[src/rtl/mem_arbiter_if.sv]
`default_nettype none
// +--------------------------------------------------------------------+
// | mem_arbiter_if : icache/dcache/memory line-port bundle             |
// | Revision 1.0                                                       |
// +--------------------------------------------------------------------+
interface mem_arbiter_if #(
  parameter int ADDR_W = 32,
  parameter int LINE_W = 128
) ();
  logic              ic_req;
  logic [ADDR_W-1:0] ic_addr;
  logic [LINE_W-1:0] ic_rdata;
  logic              ic_ack;

  logic              dc_req;
  logic              dc_we;
  logic [ADDR_W-1:0] dc_addr;
  logic [LINE_W-1:0] dc_wdata;
  logic [LINE_W-1:0] dc_rdata;
  logic              dc_ack;

  logic              mem_req;
  logic              mem_we;
  logic [ADDR_W-1:0] mem_addr;
  logic [LINE_W-1:0] mem_wdata;
  logic [LINE_W-1:0] mem_rdata;
  logic              mem_ack;

  // Arbiter side
  modport slave (
    input  ic_req, ic_addr, dc_req, dc_we, dc_addr, dc_wdata, mem_rdata, mem_ack,
    output ic_rdata, ic_ack, dc_rdata, dc_ack, mem_req, mem_we, mem_addr, mem_wdata
  );

  // Environment side (caches and memory)
  modport master (
    output ic_req, ic_addr, dc_req, dc_we, dc_addr, dc_wdata, mem_rdata, mem_ack,
    input  ic_rdata, ic_ack, dc_rdata, dc_ack, mem_req, mem_we, mem_addr, mem_wdata
  );
endinterface
`default_nettype wire

[src/rtl/mem_arbiter.sv]
`default_nettype none
// +--------------------------------------------------------------------+
// | mem_arbiter : round-robin share of one memory line port between    |
// |               icache fills and dcache fills/write-backs            |
// | Revision 1.0                                                       |
// +--------------------------------------------------------------------+
module mem_arbiter #(
  parameter int ADDR_W = 32,
  parameter int LINE_W = 128,
  parameter int CNT_W  = 16
) (
  input  wire              clk,
  input  wire              reset,
  mem_arbiter_if.slave     bus,
  output logic             busy,
  output logic [CNT_W-1:0] conflict_cnt
);

  typedef enum logic [1:0] {
    S_IDLE    = 2'd0,
    S_GRANT_I = 2'd1,
    S_GRANT_D = 2'd2,
    S_RESP    = 2'd3
  } state_t;

  state_t            state_q;
  logic              last_dc_q;
  logic [CNT_W-1:0]  conflict_q;
  logic [CNT_W-1:0]  conflict_d;
  logic              contend_d;
  logic              pick_dc_d;

  logic              mem_req_q;
  logic              mem_we_q;
  logic [ADDR_W-1:0] mem_addr_q;
  logic [LINE_W-1:0] mem_wdata_q;
  logic              ic_ack_q;
  logic              dc_ack_q;
  logic [LINE_W-1:0] ic_rdata_q;
  logic [LINE_W-1:0] dc_rdata_q;
  logic              busy_q;

  // Under contention the side that did not win last time is chosen.
  always_comb begin
    contend_d  = bus.ic_req && bus.dc_req;
    pick_dc_d  = contend_d ? !last_dc_q : bus.dc_req;
    conflict_d = conflict_q;
    if (contend_d && (conflict_q != {CNT_W{1'b1}})) begin
      conflict_d = conflict_q + 1'b1;
    end
  end

  always_ff @(posedge clk) begin
    if (reset) begin
      state_q     <= S_IDLE;
      last_dc_q   <= 1'b0;
      conflict_q  <= '0;
      mem_req_q   <= 1'b0;
      mem_we_q    <= 1'b0;
      mem_addr_q  <= '0;
      mem_wdata_q <= '0;
      ic_ack_q    <= 1'b0;
      dc_ack_q    <= 1'b0;
      ic_rdata_q  <= '0;
      dc_rdata_q  <= '0;
      busy_q      <= 1'b0;
    end else begin
      case (state_q)
        S_IDLE: begin
          conflict_q <= conflict_d;
          if (bus.ic_req || bus.dc_req) begin
            mem_req_q <= 1'b1;
            busy_q    <= 1'b1;
            last_dc_q <= pick_dc_d;
            if (pick_dc_d) begin
              state_q     <= S_GRANT_D;
              mem_addr_q  <= bus.dc_addr;
              mem_we_q    <= bus.dc_we;
              mem_wdata_q <= bus.dc_wdata;
            end else begin
              state_q     <= S_GRANT_I;
              mem_addr_q  <= bus.ic_addr;
              mem_we_q    <= 1'b0;
              mem_wdata_q <= '0;
            end
          end
        end
        S_GRANT_I, S_GRANT_D: begin
          if (bus.mem_ack) begin
            state_q   <= S_RESP;
            mem_req_q <= 1'b0;
            mem_we_q  <= 1'b0;
            if (state_q == S_GRANT_D) begin
              dc_ack_q   <= 1'b1;
              dc_rdata_q <= bus.mem_rdata;
            end else begin
              ic_ack_q   <= 1'b1;
              ic_rdata_q <= bus.mem_rdata;
            end
          end
        end
        S_RESP: begin
          state_q    <= S_IDLE;
          ic_ack_q   <= 1'b0;
          dc_ack_q   <= 1'b0;
          ic_rdata_q <= '0;
          dc_rdata_q <= '0;
          busy_q     <= 1'b0;
        end
        default: state_q <= S_IDLE;
      endcase
    end
  end

  assign bus.mem_req   = mem_req_q;
  assign bus.mem_we    = mem_we_q;
  assign bus.mem_addr  = mem_addr_q;
  assign bus.mem_wdata = mem_wdata_q;
  assign bus.ic_ack    = ic_ack_q;
  assign bus.dc_ack    = dc_ack_q;
  assign bus.ic_rdata  = ic_rdata_q;
  assign bus.dc_rdata  = dc_rdata_q;
  assign busy          = busy_q;
  assign conflict_cnt  = conflict_q;

endmodule
`default_nettype wire

[src/flat_wrapper.sv]
// flat-port wrapper written by rule: the top's interface ports become plain ports
module mem_arbiter_flat 
#(
  parameter int ADDR_W = 32,
  parameter int LINE_W = 128,
  parameter int CNT_W  = 16
)
  (clk, reset, busy, conflict_cnt, bus_ic_req, bus_ic_addr, bus_dc_req, bus_dc_we, bus_dc_addr, bus_dc_wdata, bus_mem_rdata, bus_mem_ack, bus_ic_rdata, bus_ic_ack, bus_dc_rdata, bus_dc_ack, bus_mem_req, bus_mem_we, bus_mem_addr, bus_mem_wdata);
  mem_arbiter_if #(.ADDR_W(ADDR_W), .LINE_W(LINE_W)) bus_i ();
  input  wire clk;
  input  wire reset;
  output logic busy;
  output logic [CNT_W-1:0] conflict_cnt;
  input wire logic [$bits(bus_i.ic_req)-1:0] bus_ic_req;
  input wire logic [$bits(bus_i.ic_addr)-1:0] bus_ic_addr;
  input wire logic [$bits(bus_i.dc_req)-1:0] bus_dc_req;
  input wire logic [$bits(bus_i.dc_we)-1:0] bus_dc_we;
  input wire logic [$bits(bus_i.dc_addr)-1:0] bus_dc_addr;
  input wire logic [$bits(bus_i.dc_wdata)-1:0] bus_dc_wdata;
  input wire logic [$bits(bus_i.mem_rdata)-1:0] bus_mem_rdata;
  input wire logic [$bits(bus_i.mem_ack)-1:0] bus_mem_ack;
  output wire logic [$bits(bus_i.ic_rdata)-1:0] bus_ic_rdata;
  output wire logic [$bits(bus_i.ic_ack)-1:0] bus_ic_ack;
  output wire logic [$bits(bus_i.dc_rdata)-1:0] bus_dc_rdata;
  output wire logic [$bits(bus_i.dc_ack)-1:0] bus_dc_ack;
  output wire logic [$bits(bus_i.mem_req)-1:0] bus_mem_req;
  output wire logic [$bits(bus_i.mem_we)-1:0] bus_mem_we;
  output wire logic [$bits(bus_i.mem_addr)-1:0] bus_mem_addr;
  output wire logic [$bits(bus_i.mem_wdata)-1:0] bus_mem_wdata;
  assign bus_i.ic_req = bus_ic_req;
  assign bus_i.ic_addr = bus_ic_addr;
  assign bus_i.dc_req = bus_dc_req;
  assign bus_i.dc_we = bus_dc_we;
  assign bus_i.dc_addr = bus_dc_addr;
  assign bus_i.dc_wdata = bus_dc_wdata;
  assign bus_i.mem_rdata = bus_mem_rdata;
  assign bus_i.mem_ack = bus_mem_ack;
  assign bus_ic_rdata = bus_i.ic_rdata;
  assign bus_ic_ack = bus_i.ic_ack;
  assign bus_dc_rdata = bus_i.dc_rdata;
  assign bus_dc_ack = bus_i.dc_ack;
  assign bus_mem_req = bus_i.mem_req;
  assign bus_mem_we = bus_i.mem_we;
  assign bus_mem_addr = bus_i.mem_addr;
  assign bus_mem_wdata = bus_i.mem_wdata;
  mem_arbiter #(.ADDR_W(ADDR_W), .LINE_W(LINE_W), .CNT_W(CNT_W)) u_core (.clk(clk), .reset(reset), .bus(bus_i), .busy(busy), .conflict_cnt(conflict_cnt));
endmodule
[config.mk]
export PLATFORM = sky130hd
export DESIGN_NAME = mem_arbiter_flat
export DESIGN_NICKNAME = d
export VERILOG_FILES = /design/src/rtl/mem_arbiter_if.sv /design/src/rtl/mem_arbiter.sv /design/src/flat_wrapper.sv
export SDC_FILE = /design/constraint.sdc
export NUM_CORES = 1
export LEC_CHECK = 0
export CORE_AREA = 5 5 292 294
export DETAILED_ROUTE_END_ITERATION = 6
export DIE_AREA = 0 0 297 299
export GPL_TIMING_DRIVEN = 0
export PLACE_DENSITY_LB_ADDON = 0.2
export SYNTH_ARGS = -nofsm -noshare
export SYNTH_HDL_FRONTEND = slang
export SYNTH_SLANG_ARGS = --single-unit
[constraint.sdc]
create_clock -name clk -period 2.6 [get_ports clk]
set_clock_uncertainty 0.2 [all_clocks]
set_input_delay 0.52 -clock clk [delete_from_list [all_inputs] [get_ports clk]]
set_output_delay 0.52 -clock clk [all_outputs]
set_load 0.1 [all_outputs]
==> results.cfg, run 1 <==
[status]
status = complete, no violations

[cts]
cts.reportedPaths.clkPinSlew_ps = 60
cts_num_sinks = 440
cts_made_buffers = 54
clock_path_buffers = 3
ctsRootBufferMaster = clkbuf_16
tritoncts_clock_tree = built
worst_skew_pair.late_latency_ps = 590
post-cts-setup-buffers = 0
htree_levels = 2

[drt]
vias_per_cell = 4.27
remaining_drc_errors = 0
routed_wl_mm = 82.1
route.vias.total = 16679
detail_route.iter0.violations = 773
number_of_nets_still_failing_antenna_checks_after_routing = 0
detailed_routing_iteration_count_for_the_pre_antenna_repair_pass = 5
routed_wire_length_per_instance_um = 21.0

[critical_path]
crit_fanout = 2
cpMaxStageDelayCell = dlygate4sd2_1
crit_arrival_ps = 1830
worstPathRequired_ps = 1880
cp_cell_sequence = dlygate4sd2_1
max_stage_delay_on_crit_path_ps = 890
worst_setup_start_kind = register
criticalPathCategory = register to primary output
end_kind = primary output
worst-path-buf-inv = 1
critical-path-top-delay-family = buffers and inverters

[floorplan]
die_y_um = 299
die_width_um = 297
rows = 106
io-pin-count = 763
core_area_mm2 = 0.0826
dieArea_mm2 = 0.0888
initial_core_util_pct = 19.9

[power_and_ir_drop]
power_leakage_nw = 11.0
worst_ir_drop_vdd_v = 0.000686
cellPowerDensity_mw_per_mm2 = 1320

[timing]
timing.setup.tns_ps = 0
layout_setup_ws_ps = 52.0
timing.slew.headroom_pct = 24.7
finalSetupViolations = 0
setup_repair_after_global_routing_missed_its_margin = yes
maxSlewViolCount = 0
period_needed_ps = 2550
fmaxAchievable_mhz = 392
timing_hold_violations_final = 0
period_share_pct = 98.0
tightest_slew_ps = 1130

[synth]
async_flop_share_pct = 0
yosys.area.top_type = dfxtp_1
syn_area_mm2 = 0.0164
synthesis.area_per_instance_um2 = 8.35
synth.net_count = 2296
synth.lib_cells_used.distinct = 47
synthesis.instances = 1966
synth_top_cells_by_area = dfxtp_1, nand2_1, a21oi_1
postSynth.topFlopCell = dfxtp_1
number_of_enable_type_register_cells_in_the_synthesized_netlist = 0
netlist.area_leader.share_pct = 53.6
seq_area_frac_synth_pct = 53.6
postSynthRegisterBits = 440
yosys_warnings = 0

[place]
dp_hpwl_mm = 63.6
buffers_added_on_ports = 761
finalWeightedCongestion = 0.798
dp_worst_setup_slack_ps = -978

[grt]
grt_start_max_net_pins = 20
overflow = 0
antenna_violations_before_repair = 14
grt_pass1_wl_mm = 117
grt_usage_pct = 17.4
grt_pass1_vias = 16927

[layout]
synth_to_layout_area_growth_pct = 63.7
final_layout_size_suffix_gt1_share_pct = 9.50
layout.cells.most_common = nand2_1
layout_common_cells = nand2_1, dfxtp_1, clkdlybuf4s50_1
multi_input_comb_area_mm2 = 0.00686
nets = 3111
layout.area.seq_mm2 = 0.00881
fillCellCount = 8928

[worst_hold_path]
worstHoldPathType = register to register

[run]
drv_cap = 0
[cells by family (layout without fill, tap and decap cells)]
group,Yosys count,after routing,share of synthesized area (%)
AND/OR/NAND/NOR,870,870,22.5
AO/OA/AOI/OAI,445,445,16.4
flip-flops,440,440,53.6
buffers and inverters,164,1018,4.62
multiplexers,34,34,2.08
XOR/XNOR,9,9,0.480
adder cells (fa/ha/maj),4,4,0.305
other,0,6,0
[report_power, final]
| part | total (W) | internal (W) | switching [W] |
|---|---|---|---|
| combinational | 0.0191 | 0.00378 | 0.0153 |
| clock | 0.00753 | 0.00450 | 0.00304 |
| sequential | 0.00888 | 0.00815 | 0.000726 |
[cell usage after synthesis (all sizes together) (4+ instances only)]
| library cell | instances |
|---|---|
| a211oi | 40 |
| a21oi | 263 |
| a22oi | 128 |
| a31oi | 5 |
| and3 | 4 |
| buf | 67 |
| clkbuf | 93 |
| dfxtp | 440 |
| ha | 4 |
| mux2i | 33 |
| nand2 | 527 |
| nand3 | 6 |
| nor2 | 187 |
| nor2b | 129 |
| nor3 | 4 |
| o21ai | 4 |
| xnor2 | 9 |
[metal layers]
layer	share of wire [%]	global-route usage, %	routed length, um
met1	41	20.3	33600
met2	48	30.1	39500
met3	8.1	6.41	6630
met4	2.7	4.90	2240
met5	0.11	0	94
[metrics by stage]
stage,total power [W],std cells,hold WS (ps),area (um2),util (%)
floorplan,0.0232,1966,237,16400,-
global placement,0.0291,3807,238,25400,30.7
detailed placement,0.0291,3807,242,25400,30.7
CTS,0.0360,3901,247,26900,32.5
global route,0.0372,3904,260,26900,32.5
finish,0.0355,3906,246,26900,32.5
[path summary, 6_finish.rpt]
kind,cells past startpoint,start,slack [ps],end
max,1,u_core.bus.dc_rdata[125]$_SDFFE_PP0P_,50,bus_dc_rdata[125]
min,2,u_core.bus.dc_rdata[78]$_SDFFE_PP0P_,250,u_core.bus.dc_rdata[78]$_SDFFE_PP0P_
max reg2reg,9,u_core.state_q[0]$_SDFFE_PP0P_,170,u_core.bus.ic_rdata[100]$_SDFFE_PP0P_
min reg2reg,2,u_core.bus.dc_rdata[78]$_SDFFE_PP0P_,250,u_core.bus.dc_rdata[78]$_SDFFE_PP0P_
[tightest hold or removal path, cell delays in order (launching register included)]
cell	delay, ps
dfxtp_1	300
nand2_1	50
a21oi_1	50
[flip-flops by register name, summed over array words and instances, names as in the netlist]
register              flops
u_core.bus.dc_ack         1
u_core.bus.dc_rdata     128
u_core.last_dc_q          1
u_core.bus.ic_rdata     128
u_core.bus.mem_addr      32
u_core.conflict_cnt      16
u_core.state_q            2
u_core.bus.mem_we         1
u_core.bus.mem_wdata    128
u_core.busy               1
u_core.bus.mem_req        1
u_core.bus.ic_ack         1
[final cells by class]
cell class / count / share of cell area [%]
Multi-Input combinational cell: 1362 / 25.5
Sequential cell: 440 / 32.8
Buffer: 159 / 3.02
Clock inverter: 8 / 0.256
Inverter: 3 / 0.0419
Antenna cell: 6 / 0.0558
Clock buffer: 87 / 6.28
Tap cell: 1080 / 5.03
Timing Repair Buffer: 761 / 27.0
[timing repair]
| item | in CTS | in global routing |
|---|---|---|
| cloned | 0 | 0 |
| gates resized for setup | 657 | 99 |
| hold buffers | 0 | 0 |
| setup endpoints to repair | 734 | 282 |
| endpoints found under the hold margin | 0 | 0 |
Power figures use the tool's default switching activity.
==> inputs of run 2 (changes only) <==
--- a/config.mk
+++ b/config.mk
@@ -6,6 +6,7 @@
 export NUM_CORES = 1
 export LEC_CHECK = 0
 export CORE_AREA = 5 5 292 294
+export CTS_CLUSTER_SIZE = 14
 export DETAILED_ROUTE_END_ITERATION = 6
 export DIE_AREA = 0 0 297 299
 export GPL_TIMING_DRIVEN = 0
==> run 2 against run 1 <==
Net effect:
- sequential cell count unchanged
- critical path depth is the same
- non-clock buffer count rose by 1
- via count is essentially flat
- cell area is 0.54% higher
- combinational power hardly changed
- register-to-register slack hardly changed
- first-iteration DRC count decreased by 1.2%
- critical endpoint is now bus_ic_rdata[16]
- largest cell class unchanged
==> results.cfg, run 2 (synthesis gave the netlist of run 1 again) <==
[critical_path]
end_kind = primary output
cpMaxStageDelayCell = clkdlybuf4s15_1
critical-path-top-delay-family = buffers and inverters
crit_fanout = 2
worst-path-buf-inv = 1
cp_cell_sequence = clkdlybuf4s15_1
worst_setup_start_kind = register
crit_arrival_ps = 1830
criticalPathCategory = register to primary output
worstPathRequired_ps = 1880
max_stage_delay_on_crit_path_ps = 870

[status]
status = complete, no violations

[drt]
detailed_routing_iteration_count_for_the_pre_antenna_repair_pass = 5
route.vias.total = 16685
routed_wl_mm = 82.1
routed_wire_length_per_instance_um = 21.0
vias_per_cell = 4.26
number_of_nets_still_failing_antenna_checks_after_routing = 0
remaining_drc_errors = 0
detail_route.iter0.violations = 764

[layout]
layout.cells.most_common = nand2_1
layout_common_cells = nand2_1, dfxtp_1, clkdlybuf4s50_1
synth_to_layout_area_growth_pct = 64.6
fillCellCount = 8908
nets = 3113
final_layout_size_suffix_gt1_share_pct = 9.52

[timing]
finalSetupViolations = 0
maxSlewViolCount = 0
period_share_pct = 98.3
timing.slew.headroom_pct = 25.3
period_needed_ps = 2550
timing_hold_violations_final = 0
whs_ps = 246
tightest_slew_ps = 1120
fmaxAchievable_mhz = 391

[grt]
groute.layer.met1.usage_pct = 20.3
grt_start_max_net_pins = 14
grt_pass1_vias = 16980
grt_use_met3_pct = 6.31
grt_pass1_wl_mm = 117
grt_usage_pct = 17.4
antenna_violations_before_repair = 14
overflow = 0
grt_most_used_layer = met2
grtUsageMet2_pct = 30.1

[floorplan]
die_width_um = 297
dieArea_mm2 = 0.0888
rows = 106
core_area_mm2 = 0.0826
die_y_um = 299
io-pin-count = 763
initial_core_util_pct = 19.9

[power_and_ir_drop]
clock_power_share_pct = 21.9
p_switching_w = 0.0192
p_seq_share_pct = 24.7
report.power.total_w = 0.0359
p_comb_share_pct = 53.3
worst_ir_drop_vdd_v = 0.000630
power_report.internal_total_w = 0.0167
switching_share_pct = 53.4
power_leakage_nw = 11.0
cellPowerDensity_mw_per_mm2 = 1330

[run]
drv_cap = 0

[cts]
htree_levels = 2
cts_num_sinks = 440
post-cts-setup-buffers = 0
cts_made_buffers = 55
ctsRootBufferMaster = clkbuf_16
tritoncts_clock_tree = built
worst_skew_pair.late_latency_ps = 590
cts.reportedPaths.clkPinSlew_ps = 50
clock_path_buffers = 3

[place]
dp_hpwl_mm = 63.6
buffers_added_on_ports = 761
finalWeightedCongestion = 0.798

[worst_hold_path]
worstHoldPathType = register to register
## run 2: worst register-to-register path, cell delays in order (launching register included)
cell	delay [ps]
dfxtp_1	360
inv_1	80
ha_1	210
buf_6	140
o21ai_1	290
clkbuf_4	430
clkbuf_1	420
a22oi_1	130
nor2_1	110
## run 2: repair_timing
action / 4_1_cts / 5_1_grt
resized for setup: 670 / 71
endpoints found under the setup margin: 734 / 275
gates cloned: 0 / 0
hold buffers: 0 / 0
## run 2: per-layer routing
metal / part of all wire [%] / vias to the layer above / routed length (um)
li1: - / 8192 / -
met1: 41 / 7791 / 33500
met2: 48 / 572 / 39500
met3: 8.2 / 116 / 6750
met4: 2.8 / 14 / 2260
met5: 0.11 / - / 94
## run 2: per-stage QoR
step | utilization [%] | instance area (um2) | std cells | worst slack [ps] | setup TNS, ps
2_1_floorplan | - | 16400 | 1966 | 12.7 | 0
3_3_place_gp | 30.7 | 25400 | 3807 | -1030 | -168920
3_5_place_dp | 30.7 | 25400 | 3807 | -978 | -177370
4_1_cts | 32.7 | 27000 | 3907 | 0.227 | 0
5_1_grt | 32.7 | 27000 | 3910 | -1.91 | -1.91
6_report | 32.7 | 27000 | 3913 | 45.3 | 0
## run 2: worst paths after layout
path,end,from,slack (ps),depth (start not counted)
worst max-delay path,bus_ic_rdata[16],u_core.bus.ic_rdata[16]$_SDFFE_PP0P_,50,1
worst min-delay path,u_core.bus.dc_rdata[78]$_SDFFE_PP0P_,u_core.bus.dc_rdata[78]$_SDFFE_PP0P_,250,2
worst max register to register,u_core.bus.mem_wdata[66]$_SDFFE_PP0P_,u_core.state_q[0]$_SDFFE_PP0P_,170,8
worst min register to register,u_core.bus.dc_rdata[78]$_SDFFE_PP0P_,u_core.bus.dc_rdata[78]$_SDFFE_PP0P_,250,2
## run 2: area by class of cell
type / count / area [um2] / area share (%)
Inverter: 3 / 11.3 / 0.0417
Timing Repair Buffer: 761 / 7310 / 27.0
Multi-Input combinational cell: 1362 / 6860 / 25.4
Clock buffer: 88 / 1710 / 6.34
Tap cell: 1080 / 1350 / 5.00
Antenna cell: 7 / 17.5 / 0.0648
Clock inverter: 12 / 145 / 0.537
Buffer: 160 / 817 / 3.02
Sequential cell: 440 / 8810 / 32.6
## run 2: power groups by stage
stage / sequential, W / clock [W] / combinational [W]
after global routing: 0.00904 / 0.00838 / 0.0201
final: 0.00887 / 0.00787 / 0.0191
after detailed placement: 0.00903 / 0 / 0.0201
after CTS: 0.00888 / 0.00814 / 0.0193
after global placement: 0.00902 / 0 / 0.0201
after floorplan: 0.0186 / 0 / 0.00458
